### src/rtl/multi_interval_timer.sv
// multi_interval_timer: NCHAN prescaled down-counting channels behind one OCP slave, W1C status, one IRQ.
// Optional feature macro TIMER_CHAIN_EN: channel c may tick on each expiry of channel c-1.
module multi_interval_timer #(
  parameter int unsigned NCHAN       = 4,
  parameter int unsigned CNT_WIDTH   = 32,
  parameter int unsigned PRESC_WIDTH = 8,
  parameter int unsigned ADDR_WIDTH  = 32,
  parameter int unsigned DATA_WIDTH  = 32,
  localparam int unsigned BEN_WIDTH  = DATA_WIDTH / 8
) (
  input  logic                  clk,
  input  logic                  rst,
  input  logic [ADDR_WIDTH-1:0] i_MAddr,
  input  logic [2:0]            i_MCmd,
  input  logic [DATA_WIDTH-1:0] i_MData,
  input  logic [BEN_WIDTH-1:0]  i_MByteEn,
  output logic                  o_SCmdAccept,
  output logic [DATA_WIDTH-1:0] o_SData,
  output logic [1:0]            o_SResp,
  output logic                  o_intr
);
  localparam logic [2:0] CMD_IDLE  = 3'b000;
  localparam logic [2:0] CMD_WRITE = 3'b001;
  localparam logic [2:0] CMD_READ  = 3'b010;
  localparam logic [1:0] RESP_NULL = 2'b00;
  localparam logic [1:0] RESP_DVA  = 2'b01;
  localparam logic [1:0] RESP_ERR  = 2'b11;
  localparam int unsigned ISR_ADDR  = 'h100;
  localparam int unsigned SEL_WIDTH = 3;

  logic [NCHAN-1:0]       en_q, rld_q, imask_q, chain_q, pend_q;
  logic [PRESC_WIDTH-1:0] presc_q [NCHAN];
  logic [PRESC_WIDTH-1:0] pcnt_q  [NCHAN];
  logic [CNT_WIDTH-1:0]   cntr_q  [NCHAN];
  logic [CNT_WIDTH-1:0]   curr_q  [NCHAN];

  logic                   wr_hit, rd_hit, is_isr, is_chan, hit, src;
  logic [SEL_WIDTH-1:0]   sel;
  logic [3:0]             off;
  logic [DATA_WIDTH-1:0]  rdata, wdata;
  logic [NCHAN-1:0]       tick, expire, ctrl_wr, cntr_wr, clr;

`ifdef TIMER_CHAIN_EN
  logic                   prev_exp;
`else
  assign chain_q = '0;
`endif

  assign o_SCmdAccept = (i_MCmd != CMD_IDLE);
  assign o_intr       = |(pend_q & imask_q);

  // Address decode: channel registers at 0x10*c (+0/+4/+8), ISR at 0x100
  always_comb begin
    wr_hit  = (i_MCmd == CMD_WRITE);
    rd_hit  = (i_MCmd == CMD_READ);
    sel     = i_MAddr[6:4];
    off     = i_MAddr[3:0];
    is_isr  = (i_MAddr == ADDR_WIDTH'(ISR_ADDR));
    is_chan = (i_MAddr[ADDR_WIDTH-1:4] < (ADDR_WIDTH-4)'(NCHAN)) &&
              ((off == 4'h0) || (off == 4'h4) || (off == 4'h8));
    hit     = is_isr || is_chan;
    clr     = (wr_hit && is_isr && i_MByteEn[0]) ? i_MData[NCHAN-1:0] : '0;
  end

  // Read mux; also the base for byte-lane merged writes
  always_comb begin
    rdata = '0;
    if (is_isr) rdata = DATA_WIDTH'(pend_q);
    for (int c = 0; c < int'(NCHAN); c++) begin
      if (is_chan && (sel == SEL_WIDTH'(c))) begin
        case (off)
          4'h0:    rdata = DATA_WIDTH'({presc_q[c], 4'b0000, chain_q[c], imask_q[c], rld_q[c], en_q[c]});
          4'h4:    rdata = DATA_WIDTH'(cntr_q[c]);
          4'h8:    rdata = DATA_WIDTH'(curr_q[c]);
          default: rdata = '0;
        endcase
      end
    end
  end

  always_comb begin
    wdata = rdata;
    for (int b = 0; b < int'(BEN_WIDTH); b++) begin
      if (i_MByteEn[b]) wdata[8*b +: 8] = i_MData[8*b +: 8];
    end
  end

  // Tick sources; a CTRL write to a channel discards that channel's tick
  always_comb begin
    tick    = '0;
    expire  = '0;
    ctrl_wr = '0;
    cntr_wr = '0;
    src     = 1'b0;
`ifdef TIMER_CHAIN_EN
    prev_exp = 1'b0;
`endif
    for (int c = 0; c < int'(NCHAN); c++) begin
      ctrl_wr[c] = wr_hit && is_chan && (sel == SEL_WIDTH'(c)) && (off == 4'h0);
      cntr_wr[c] = wr_hit && is_chan && (sel == SEL_WIDTH'(c)) && (off == 4'h4);
      src        = (pcnt_q[c] == presc_q[c]);
`ifdef TIMER_CHAIN_EN
      if (chain_q[c]) src = prev_exp;
`endif
      tick[c]    = en_q[c] && src && !ctrl_wr[c];
      expire[c]  = tick[c] && (curr_q[c] == CNT_WIDTH'(1));
`ifdef TIMER_CHAIN_EN
      prev_exp   = expire[c];
`endif
    end
  end

  always_ff @(posedge clk) begin
    if (rst) begin
      en_q    <= '0;
      rld_q   <= '0;
      imask_q <= '0;
      pend_q  <= '0;
`ifdef TIMER_CHAIN_EN
      chain_q <= '0;
`endif
      for (int c = 0; c < int'(NCHAN); c++) begin
        presc_q[c] <= '0;
        pcnt_q[c]  <= '0;
        cntr_q[c]  <= '0;
        curr_q[c]  <= '0;
      end
      o_SResp <= RESP_NULL;
      o_SData <= '0;
    end else begin
      o_SResp <= RESP_NULL;
      o_SData <= '0;
      if (wr_hit || rd_hit) o_SResp <= hit ? RESP_DVA : RESP_ERR;
      else if (i_MCmd != CMD_IDLE) o_SResp <= RESP_ERR;
      if (rd_hit && hit) o_SData <= rdata;

      for (int c = 0; c < int'(NCHAN); c++) begin
        // Expiry set dominates a simultaneous W1C
        pend_q[c] <= (pend_q[c] && !clr[c]) || expire[c];
        if (ctrl_wr[c]) begin
          rld_q[c]   <= wdata[1];
          imask_q[c] <= wdata[2];
          presc_q[c] <= wdata[8 +: PRESC_WIDTH];
          pcnt_q[c]  <= '0;
`ifdef TIMER_CHAIN_EN
          chain_q[c] <= (c != 0) && wdata[3];
`endif
          if (wdata[0]) begin
            curr_q[c] <= cntr_q[c];
            en_q[c]   <= (cntr_q[c] != '0);
          end else begin
            en_q[c]   <= 1'b0;
          end
        end else if (en_q[c]) begin
          pcnt_q[c] <= (pcnt_q[c] == presc_q[c]) ? '0 : pcnt_q[c] + PRESC_WIDTH'(1);
          if (tick[c]) begin
            if (expire[c]) begin
              if (rld_q[c]) begin
                curr_q[c] <= cntr_q[c];
              end else begin
                curr_q[c] <= '0;
                en_q[c]   <= 1'b0;
              end
            end else begin
              curr_q[c] <= curr_q[c] - CNT_WIDTH'(1);
            end
          end
        end else begin
          pcnt_q[c] <= '0;
        end
        if (cntr_wr[c]) cntr_q[c] <= wdata[CNT_WIDTH-1:0];
      end
    end
  end

endmodule
### config.mk
export PLATFORM = sky130hd
export DESIGN_NAME = multi_interval_timer
export DESIGN_NICKNAME = d
export VERILOG_FILES = /design/src/rtl/multi_interval_timer.sv
export SDC_FILE = /design/constraint.sdc
export NUM_CORES = 1
export LEC_CHECK = 0
export ABC_AREA = 1
export BUFFER_PORTS_ARGS = -buffer_cell sky130_fd_sc_hd__buf_4
export CORE_MARGIN = 2
export CORE_UTILIZATION = 57
export CTS_CLUSTER_SIZE = 40
export DETAILED_ROUTE_END_ITERATION = 8
export PLACE_DENSITY = 0.82
export SLEW_MARGIN = 5
export SYNTH_ARGS = -nofsm -noshare
export SYNTH_HDL_FRONTEND = slang
export SYNTH_SLANG_ARGS = --single-unit
### constraint.sdc
create_clock -name clk -period 4.4 [get_ports clk]
set_input_delay 0.44 -clock clk [delete_from_list [all_inputs] [get_ports clk]]
set_output_delay 0.44 -clock clk [all_outputs]
set_load 0.05 [all_outputs]
Yosys cells after proc, flatten, opt, wreduce, memory -nomap -nowiden
Memory sizes are Yosys's and may differ from the RTL's.
Index checks and enable logic that the tools add are counted.
{"block": "totals", "output_inout_bits": 36, "elab_cells": 369, "ram_bits": 320, "regBits": 50, "input_bits": 73, "memories": 4}
{"block": "classes", "addsub": 8, "bitwise_logic": 38, "n_reduce_logical": 62, "magnitude_cmp": 1, "muxes": 228, "eq_ne": 16}
{"name": "cntr_q", "depth": 4, "width": 32, "rd": 4, "rd_ports_with_merged_regs": 0, "write_ports": 4, "line_no": "34", "rtl": "logic [CNT_WIDTH-1:0] cntr_q [NCHAN];"}
{"name": "curr_q", "depth": 4, "width": 32, "rd": 4, "rd_ports_with_merged_regs": 0, "write_ports": 4, "line_no": "35", "rtl": "logic [CNT_WIDTH-1:0] curr_q [NCHAN];"}
{"name": "pcnt_q", "depth": 4, "width": 8, "rd": 4, "rd_ports_with_merged_regs": 0, "write_ports": 4, "line_no": "33", "rtl": "logic [PRESC_WIDTH-1:0] pcnt_q [NCHAN];"}
{"name": "presc_q", "depth": 4, "width": 8, "rd": 4, "rd_ports_with_merged_regs": 0, "write_ports": 4, "line_no": "32", "rtl": "logic [PRESC_WIDTH-1:0] presc_q [NCHAN];"}
{"operator": "two-way mux 32 bit", "count": 24}
{"operator": "one-hot mux 32 bit (3 select lines)", "count": 4}
{"operator": "two-way mux 8 bit", "count": 24}
{"operator": "two-way mux 1 bit", "count": 171}
{"operator": "== test 32 x 1 -> 1 bit, second input constant", "count": 4}
{"operator": "nonzero test 32 bit", "count": 4}
{"operator": "subtractor 32 x 1 -> 32 bit, second input constant", "count": 4}
{"operator": "logical AND 1 bit", "count": 37}
{"operator": "OR 1 bit", "count": 36}
{"operator": "adder 8 x 1 -> 8 bit, second input constant", "count": 4}
{"operator": "== test 32 x 9 -> 1 bit, second input constant", "count": 1}
{"operator": "== test 8 bit", "count": 4}
{"operator": "< comparator 28 x 3 -> 1 bit, second input constant", "count": 1}
{"operator": "== test 3 x 2 -> 1 bit, second input constant", "count": 3}
{"operator": "zero test 1 bit", "count": 8}
{"operator": "logical OR 1 bit", "count": 8}
{"operator": "two-way mux 4 bit", "count": 2}
{"operator": "== test 3 x 1 -> 1 bit, second input constant", "count": 2}
{"operator": "two-way mux 2 bit", "count": 3}
{"operator": "bitwise AND 4 bit", "count": 1}
{"operator": "== test 4 x 3 -> 1 bit, second input constant", "count": 1}
{"operator": "== test 4 bit, second input constant", "count": 1}
{"operator": "zero test 4 bit", "count": 1}
{"operator": "OR reduction 4 bit", "count": 1}
{"operator": "4 further kinds", "count": 4}

Logic depth before layout (Yosys ltp)
{"block": "depth", "ltp_word": 19, "depth_mapped": 17}

Least setup slack after synthesis
No wires, ideal clock.
{"block": "synth_timing", "kind": "input port to flip-flop", "start": "input i_MAddr[9]", "end": "memory cntr_q[1][0] (enable)", "setup_ns": 0.470, "arrival_ns": 3.938, "stages": 8, "path_buffers": 2, "setup_slack_ns": -0.009, "required_ns": 3.930, "cell_sequence": "or2_2 -> nor2_1 -> nand2_1 -> nor2_4 -> buf_6 -> nand2_4 -> clkbuf_1 -> o31ai_1"}
{"item": "start, declared", "line_no": "13", "rtl": "input logic [ADDR_WIDTH-1:0] i_MAddr,"}
{"item": "end, declared", "line_no": "34"}

==> qor.yml <==
worst_setup_path:
  startpoint_type: "register"
  rr_worst_depth: 11
  worst-path-max-fanout: 19
  setup.worst_path.class: "register to register"
  r2r-start: "curr_q[2][28]"
  arrival_ns: 3.93
  reg2reg_slack_ns: 0.81
  cp.required_ns: 4.74
  end_kind: "register"
  r2r-end: "curr_q[2][28]"
  path_cells: "inv_1 > nand2_1 > nor3_1 > nand4_1 > nor4_1 > nand4_1 > buf_4 > nand3_1 > o21ai_0 > nand2_1 > inv_1"
  critPathSlowestCell: "nand4_1"
  slowest_delay_ns: 0.57
timing:
  hold_ws_ns: 0.239
  hold_violations: 0
  clock.fmax_mhz: 278
  setup_viol: 0
  fin_skew_ns: 0.0244
  period_needed_ns: 3.59
  relSlewSlack_pct: 20.2
  rsz0062_at_grt: "no"
  tns_ns: 0
  fin_crit_sh_pct: 81.7
  slew_violations: 0
  tightestPinTransition_ns: 1.20
clocking:
  cts_max_level: 2
  cts_buffers: 43
  cts_setup_buffers: 0
  insertion_delay_ns: 0.59
  hold_buffers: 0
  clock_sinks: 370
  cts_tree: "built"
  clockBufferDepth: 3
  clock-root-buffer: "clkbuf_16"
  ctsResizeCount: 0
  clk_pin_slew_worst_paths_ns: 0.06
grt:
  antenna_found_initial: 1
  grt_usage_pct: 42.1
  grt_max_degree: 54
  grt_first_pass_wirelength_um: 130000
  grt_overflow: 0
  first_global_vias: 20985
power_and_ir_drop:
  power_density_nw_per_um2: 338
  p_leak_nw: 10.9
  irDropWorstVdd_uv: 333
  p_total_mw: 8.81
logic_synthesis:
  synthCells: 2871
  ys_ff_latch: 370
  ys_seq_area_share_pct: 46.2
  yosysWarnings: 0
  synth_xor_area_share_pct: 3.85
  synth_area_um2: 23000
  muxShareOfSynthArea_pct: 0.0872
  ys.flop_type: "edfxtp_1"
  avgSynthCellArea_um2: 8.00
  yosys.area_share.simple_pct: 27.6
  synth_top_family_by_area: "simple AND/OR/NAND/NOR gates"
  synthAdderAreaFrac_pct: 0.654
  synthArstFlopShare_pct: 0
  synth_compound_area_share_pct: 13.2
  synth_edf_count: 320
  yosysUniqueCellTypes: 65
min_path:
  hp-start: "i_MData[23]"
  hold_class: "primary input to register"
  worstHoldPathCells: 3
  hold_end: "cntr_q[2][23]"
final_layout:
  drive_gt1_share_pct: 12.5
  syn_to_final_growth_pct: 13.5
  fin_nets: 3084
  layout_commonest_cell: "nand2_1"
  layout_common_cells: "nand2_1, nor2_1, edfxtp_1"
placed_design:
  port_buffers: 108
  dp_hpwl_um: 66400
  gp_congestion: 1.02
floorplanning:
  num_rows: 73
  dieWidth_um: 205
  core_area_um2: 39700
  dieArea_um2: 41900
  dieHeight_um: 205
  initial_core_util_pct: 57.8
  ios: 109
routing:
  avgRoutedWirePerCell_um: 24.8
  wirelength_um: 88300
  first_pass_iters: 7
  drc_errors: 0
  routed_via_density: 6.23
  ant_nets: 0
  via_count: 22174
  dr.first_iter.drc_count: 3242
status:
  outcome: "completed"
run:
  maxCapViolations: 0
## per-stage QoR
step	util [%]	area [um2]	setup slack, ns	std cells
floorplan	-	23100	0.0657	2902
global placement	61.5	24500	0.688	3479
detailed placement	61.5	24500	0.648	3479
CTS	65.6	26100	0.904	3559
global route	65.6	26100	0.649	3559
finish	65.6	26100	0.806	3560
## worst max-delay path by stage
stage	from	endpoint	slack, ns	depth (start not counted)
after global placement	i_MAddr[1]	curr_q[3][15]	0.69	16
final	curr_q[2][28]	curr_q[2][28]	0.81	11
after detailed placement	i_MAddr[1]	curr_q[3][22]	0.65	16
after global routing	curr_q[2][28]	curr_q[2][6]	0.65	11
after floorplan	i_MAddr[9]	cntr_q[0][0]	0.07	8
after CTS	curr_q[2][28]	curr_q[2][6]	0.90	11
## power breakdown
part	switching (mW)	leakage (nW)	total, mW	internal (mW)
combinational	0.435	6.50	0.618	0.183
clock	1.57	0.779	4.11	2.54
sequential	0.151	3.60	4.08	3.93
total	2.16	10.9	8.81	6.65
## final cells by class
type | instances | area, um2
Antenna cell | 1 | 2.50
Sequential cell | 370 | 10600
Multi-Input combinational cell | 2075 | 10600
Clock buffer | 54 | 1170
Fill cell | 3324 | 13700
Tap cell | 525 | 657
Timing Repair Buffer | 162 | 1280
Clock inverter | 26 | 434
Inverter | 347 | 1310
## layer usage
layer | vias up | share of wire (%) | track usage [%]
li1 | 9902 | - | -
met5 | - | 0 | 0
met3 | 290 | 13 | 9.69
met4 | 0 | 5.7 | 21.3
met1 | 10320 | 37 | 56.3
met2 | 1662 | 44 | 64.3
## synthesized netlist by cell type (14+ instances only)
library cell | number | share of area, %
xnor2_1 | 19 | 0.72
xor2_1 | 82 | 3.1
o21ai_0 | 147 | 3.2
inv_2 | 20 | 0.33
edfxtp_1 | 320 | 42
inv_1 | 320 | 5.2
o211ai_1 | 17 | 0.56
o22ai_1 | 35 | 0.95
dfxtp_1 | 50 | 4.4
buf_2 | 39 | 0.85
nor3_1 | 60 | 1.3
o21ai_1 | 36 | 0.78
nand2_1 | 627 | 10
nor2_1 | 402 | 6.6
nor4_1 | 39 | 1.1
a21oi_1 | 111 | 2.4
a22o_1 | 21 | 0.80
o21ai_2 | 41 | 1.6
nand2_2 | 14 | 0.38
clkbuf_1 | 43 | 0.70
nand3_1 | 192 | 4.2
nand4_1 | 50 | 1.4
## registers in the layout, summed over array words and instances (netlist names)
signal,flops
o_SResp,2
cntr_q,128
rld_q,4
curr_q,128
o_SData,32
imask_q,4
pcnt_q,32
presc_q,32
en_q,4
pend_q,4
## critical path: cells and delay by family (launching register included)
family,cells,cell delay [ns]
AND/OR/NAND/NOR,7,2.26
buffers and inverters,3,0.60
flip-flops,1,0.41
AO/OA/AOI/OAI,1,0.09
## logic make-up (layout without fill, tap and decap cells)
kind of cell,after synthesis,count (layout)
buffers and inverters,457,589
adder cells (fa/ha/maj),12,12
multiplexers,2,2
other,1,33
AO/OA/AOI/OAI,482,482
XOR/XNOR,101,101
flip-flops,370,370
AND/OR/NAND/NOR,1446,1446
(Power assumes the default switching activity.)
